`config.mk`:
```
export PLATFORM = sky130hd
export DESIGN_NAME = univ_shift_reg
export DESIGN_NICKNAME = d
export VERILOG_FILES = /design/src/rtl/univ_shift_reg_pkg.sv /design/src/rtl/univ_shift_reg_frame_ctr.sv /design/src/rtl/univ_shift_reg.sv
export SDC_FILE = /design/constraint.sdc
export NUM_CORES = 1
export LEC_CHECK = 0
export CAP_MARGIN = 20
export CORE_MARGIN = 5
export CORE_UTILIZATION = 45
export CTS_CLUSTER_SIZE = 25
export DETAILED_ROUTE_END_ITERATION = 16
export DONT_BUFFER_PORTS = 1
export GPL_ROUTABILITY_DRIVEN = 0
export HOLD_SLACK_MARGIN = 0.06
export SKIP_CTS_REPAIR_TIMING = 1
export SLEW_MARGIN = 10
export SYNTH_ARGS = -nofsm -noshare
export SYNTH_HDL_FRONTEND = slang
export SYNTH_HIERARCHICAL = 1
export SYNTH_SLANG_ARGS = --single-unit
```
`constraint.sdc`:
```
create_clock -name clk -period 3.5 [get_ports clk]
set_clock_uncertainty 0.2 [all_clocks]
set_input_delay 0.35 -clock clk [delete_from_list [all_inputs] [get_ports clk]]
set_output_delay 0.35 -clock clk [all_outputs]
set_load 0.05 [all_outputs]
```
`src/rtl/univ_shift_reg_pkg.sv`:
```
// Shared types for the universal shift register: the operation-select encoding.
package univ_shift_reg_pkg;

    typedef enum logic [2:0] {
        SR_HOLD  = 3'd0,
        SR_SHL   = 3'd1,
        SR_SHR   = 3'd2,
        SR_ROTL  = 3'd3,
        SR_ROTR  = 3'd4,
        SR_LOAD  = 3'd5,
        SR_CLEAR = 3'd6,
        SR_RSVD  = 3'd7
    } shift_mode_e;

endpackage

```
`src/rtl/univ_shift_reg_frame_ctr.sv`:
```
// Fill-level and frame counters for univ_shift_reg: fill saturates at DEPTH,
// the frame counter wraps every DEPTH shifts and emits a one-cycle frame pulse.
module shift_frame_ctr #(
    parameter  int DEPTH = 8,
    localparam int CW    = $clog2(DEPTH + 1)
) (
    input  logic          clk,
    input  logic          rstn,
    input  logic          en,
    input  logic          shift,
    input  logic          load,
    input  logic          clear,
    output logic [CW-1:0] fill,
    output logic          frame
);

    localparam int FW = $clog2(DEPTH);

    logic [FW-1:0] fcnt;

    // NOTE: sequential state uses non-blocking assignments so every register
    // samples the pre-edge values, independent of statement order.
    always_ff @(posedge clk or negedge rstn) begin
        if (!rstn) begin
            fill  <= '0;
            fcnt  <= '0;
            frame <= 1'b0;
        end else begin
            frame <= 1'b0;
            if (en) begin
                if (load || clear) begin
                    fill <= load ? CW'(DEPTH) : '0;
                    fcnt <= '0;
                end else if (shift) begin
                    if (fill != CW'(DEPTH))
                        fill <= fill + CW'(1);
                    if (fcnt == FW'(DEPTH - 1)) begin
                        fcnt  <= '0;
                        frame <= 1'b1;
                    end else begin
                        fcnt <= fcnt + FW'(1);
                    end
                end
            end
        end
    end

endmodule

```
`src/rtl/univ_shift_reg.sv`:
```
// Multi-lane universal shift register (shift, rotate, load, clear) with fill
// tracking and frame pulse. Optional parity output: UNIV_SHIFT_REG_PARITY_EN.
module univ_shift_reg
    import univ_shift_reg_pkg::*;
#(
    parameter  int WIDTH = 1,
    parameter  int DEPTH = 8,
    localparam int CW    = $clog2(DEPTH + 1)
) (
    input  logic                   clk,
    input  logic                   rstn,
    input  logic                   en,
    input  logic [2:0]             mode,
    input  logic [WIDTH-1:0]       sin,
    input  logic [DEPTH*WIDTH-1:0] pin,
    output logic [DEPTH*WIDTH-1:0] pout,
    output logic [WIDTH-1:0]       sout_hi,
    output logic [WIDTH-1:0]       sout_lo,
    output logic [CW-1:0]          fill,
    output logic                   full,
    output logic                   frame
`ifdef UNIV_SHIFT_REG_PARITY_EN
    ,
    output logic                   parity
`endif
);

    localparam int N = DEPTH * WIDTH;

    logic [N-1:0] sr;
    logic [N-1:0] sr_nxt;
    logic         do_shift;
    logic         do_load;
    logic         do_clear;

    // NOTE: every signal written here gets a default first, so no path can
    // leave one unassigned and infer a latch.
    always_comb begin
        sr_nxt   = sr;
        do_shift = 1'b0;
        do_load  = 1'b0;
        do_clear = 1'b0;
        if (en) begin
            case (shift_mode_e'(mode))
                SR_SHL: begin
                    sr_nxt   = {sr[N-WIDTH-1:0], sin};
                    do_shift = 1'b1;
                end
                SR_SHR: begin
                    sr_nxt   = {sin, sr[N-1:WIDTH]};
                    do_shift = 1'b1;
                end
                SR_ROTL:  sr_nxt = {sr[N-WIDTH-1:0], sr[N-1 -: WIDTH]};
                SR_ROTR:  sr_nxt = {sr[WIDTH-1:0], sr[N-1:WIDTH]};
                SR_LOAD: begin
                    sr_nxt  = pin;
                    do_load = 1'b1;
                end
                SR_CLEAR: begin
                    sr_nxt   = '0;
                    do_clear = 1'b1;
                end
                default: ;
            endcase
        end
    end

    always_ff @(posedge clk or negedge rstn) begin
        if (!rstn)
            sr <= '0;
        else
            sr <= sr_nxt;
    end

`ifdef UNIV_SHIFT_REG_PARITY_EN
    // Registered from the next-state value so it lines up with pout.
    always_ff @(posedge clk or negedge rstn) begin
        if (!rstn)
            parity <= 1'b0;
        else
            parity <= ^sr_nxt;
    end
`endif

    shift_frame_ctr #(.DEPTH(DEPTH)) u_ctr (
        .clk   (clk),
        .rstn  (rstn),
        .en    (en),
        .shift (do_shift),
        .load  (do_load),
        .clear (do_clear),
        .fill  (fill),
        .frame (frame)
    );

    assign pout    = sr;
    assign sout_hi = sr[N-1 -: WIDTH];
    assign sout_lo = sr[WIDTH-1:0];
    assign full    = (fill == CW'(DEPTH));

endmodule

```
==> impl_metrics.tcl <==
set metrics [dict create \
    outcome "completed" \
    synth.area.top_cells "dfrtp_1, o22a_1, ha_1" \
    die_y_um 58.9 \
    max_slew_margin 0.338 \
    synthArstFlopShare 1.00 \
    path_depth 2 \
    overflow 0 \
    dieArea_sq_mm 0.00347 \
    drt-pass1-iter-count 4 \
    p_switching_uw 303 \
    cpPeakStageDelay_ns 0.73 \
    synth_edf_count 0 \
    finalCritPeriodShare 0.597 \
    ys_warn_count 6 \
    crit_buf_inv 1 \
    use_met1 0.218 \
    grt_pass1_vias 830 \
    ys_top_cells_by_count "dfrtp_1, a211oi_1, a21oi_1, inv_1, o22a_1" \
    period_minus_slack_ns 2.09 \
    path_delay_family "flip-flops" \
    clk_pin_slew_ns 0.10 \
    clock_sinks 16 \
    slew_violations 0 \
    worstSetupPathType "reg -> out" \
    vias 931 \
    startpoint_type "flop" \
    ir_drop_mv 0.291 \
    clkPwrFrac 0.188 \
    initial_core_util 0.477 \
    clockBufferDepth 2 \
    grt_util_met2 0.211 \
    track_usage 0.152 \
    use_met3 0.0526 \
    leakage_nw 0.455 \
    endpoint_kind "output port" \
    clock-root-buffer "clkbuf_4" \
    fill_cells 238 \
    p_comb_frac 0.227 \
    top_usage_layer "met1" \
    finalPower_uw 660 \
    grt_max_degree 24 \
    critPathMaxFanout 7 \
    synthToLayoutAreaGrowth_pct 6.75 \
    worstPathArrival_ns 1.54 \
    min_delay_path_depth 2 \
    post_synth.cell_area_avg_sq_um 9.43 \
    ys.flop_type "dfrtp_1" \
    final_nets 136 \
    drive_gt1_frac 0.0776 \
    coreArea_sq_mm 0.00225 \
    power_density_mw_per_mm2 575 \
    multi_input_area_sq_um 614 \
    crit_required_ns 2.95 \
    seqPwrFrac 0.585 \
    cts_made_buffers 3 \
    grt_pass1_wl_mm 4.08 \
    yosys.area.top_type "dfrtp_1" \
    dieWidth_um 58.9 \
    reg2regPathDepth 5 \
    ant_nets 0 \
    path_cells "nor4b_2 > buf_4" \
    max_cap_violations 0 \
    ys_seq_area_frac 0.373 \
    core.rowCount 17 \
    post-route-drc-count 0 \
    pin_count 31 \
    dp.final_hpwl_mm 1.79 \
    syn_inst 114 \
    synth_area_sq_mm 0.00107 \
    drt-wirelength-per-cell_um 17.5 \
    clock_latency_ns 0.28 \
    vias_per_cell 6.47 \
    hold_violations 0 \
    slowest_stage "dfrtp_1" \
    wl_mm 2.53 \
    portBuffers 0 \
    setup_viol 0 \
    tns_ns 0 \
    regArea_sq_um 400 \
    ys_ff_latch 16 \
    tightest_slew_ns 0.993 \
    yosysMostFrequentCell "dfrtp_1" \
    initialDrtViolationCount 32 \
    swShare 0.460 \
    synth_top_area_frac 0.373 \
    rsz0062_at_grt "false" \
    ys_types 38 \
    n_antenna_cell 0 \
    cts_tree "yes" \
    antenna_found_initial 0 \
    clock.fmax_mhz 479 \
    synthesis.nets 133 \
    p_int_uw 356 \
    cts_max_level 1 \
    hp-class "in -> reg" \
]
[cell usage in the layout (no fill, tap or decap), drive strengths merged, types with 2 or more instances in the layout]
master       count
a211oi           6
a21oi            6
a22o             3
a22oi            3
and3             3
buf              2
clkbuf           4
dfrtp           16
dlygate4sd3      2
ha               4
inv              6
maj3             2
nand2            4
nand2b           4
nand3            3
nand4            2
nor2             3
nor2b            3
nor3             5
o211ai           5
o21ai            4
o22a             6
o22ai            5
[flip-flops by register name, indices dropped and copies added (netlist names)]
| signal | cells |
|---|---|
| u_ctr/fill | 4 |
| u_ctr/fcnt | 3 |
| pout | 8 |
| u_ctr/frame | 1 |
[power by group through the flow]
stage,sequential (mW),clock (mW),combinational [mW]
after detailed placement,0.391,0,0.143
after global routing,0.395,0.135,0.170
after floorplan,0.364,0,0.139
final,0.386,0.124,0.150
after global placement,0.390,0,0.142
after CTS,0.386,0.130,0.144
[final timing paths]
check / from / to / slack [ns]
worst max-delay path: u_ctr/fill[3]$_DFFE_PN0P_ / full / 1.41
min in group asynchronous: rstn / pout[1]$_DFFE_PN0P_ / 0.36
worst max register to register: u_ctr/fill[0]$_DFFE_PN0P_ / u_ctr/fill[0]$_DFFE_PN0P_ / 1.55
worst min register to register: u_ctr/fcnt[2]$_DFFE_PN0P_ / u_ctr/fcnt[2]$_DFFE_PN0P_ / 0.31
worst min-delay path: en / u_ctr/fill[0]$_DFFE_PN0P_ / 0.06
max in group asynchronous: rstn / u_ctr/fill[1]$_DFFE_PN0P_ / 2.28
[cell type report]
class	instances	share of cell area
Sequential cell	16	0.349
Tap cell	28	0.0305
Clock buffer	4	0.0316
Inverter	7	0.0229
Multi-Input combinational cell	85	0.535
Timing Repair Buffer	4	0.0305
[cell families after synthesis]
group | synth area share
compound gates | 0.298
simple gates | 0.194
flops | 0.373
buf+inv | 0.0617
fa+ha+maj | 0.0652
xor+xnor | 0.00815
[through the flow]
step | std cells | utilization | area [sq um] | hold slack (ns) | worst slack, ns
after floorplan | 114 | - | 1070 | -0.146 | 0.610
after global placement | 138 | 0.484 | 1090 | -0.145 | 1.33
after detailed placement | 138 | 0.484 | 1090 | -0.145 | 1.23
after CTS | 142 | 0.500 | 1130 | -0.472 | 1.38
after global routing | 144 | 0.509 | 1150 | 0.0698 | 1.31
final | 144 | 0.509 | 1150 | 0.0646 | 1.41
[per-layer routing]
| layer | share of wire | wire length [um] | vias up |
|---|---|---|---|
| li1 | - | - | 453 |
| met1 | 0.47 | 1190 | 444 |
| met2 | 0.43 | 1090 | 32 |
| met3 | 0.091 | 230 | 2 |
| met4 | 0.0055 | 14 | 0 |
| met5 | 0 | 0 | - |
No activity file was read; power rests on OpenSTA's default activity.
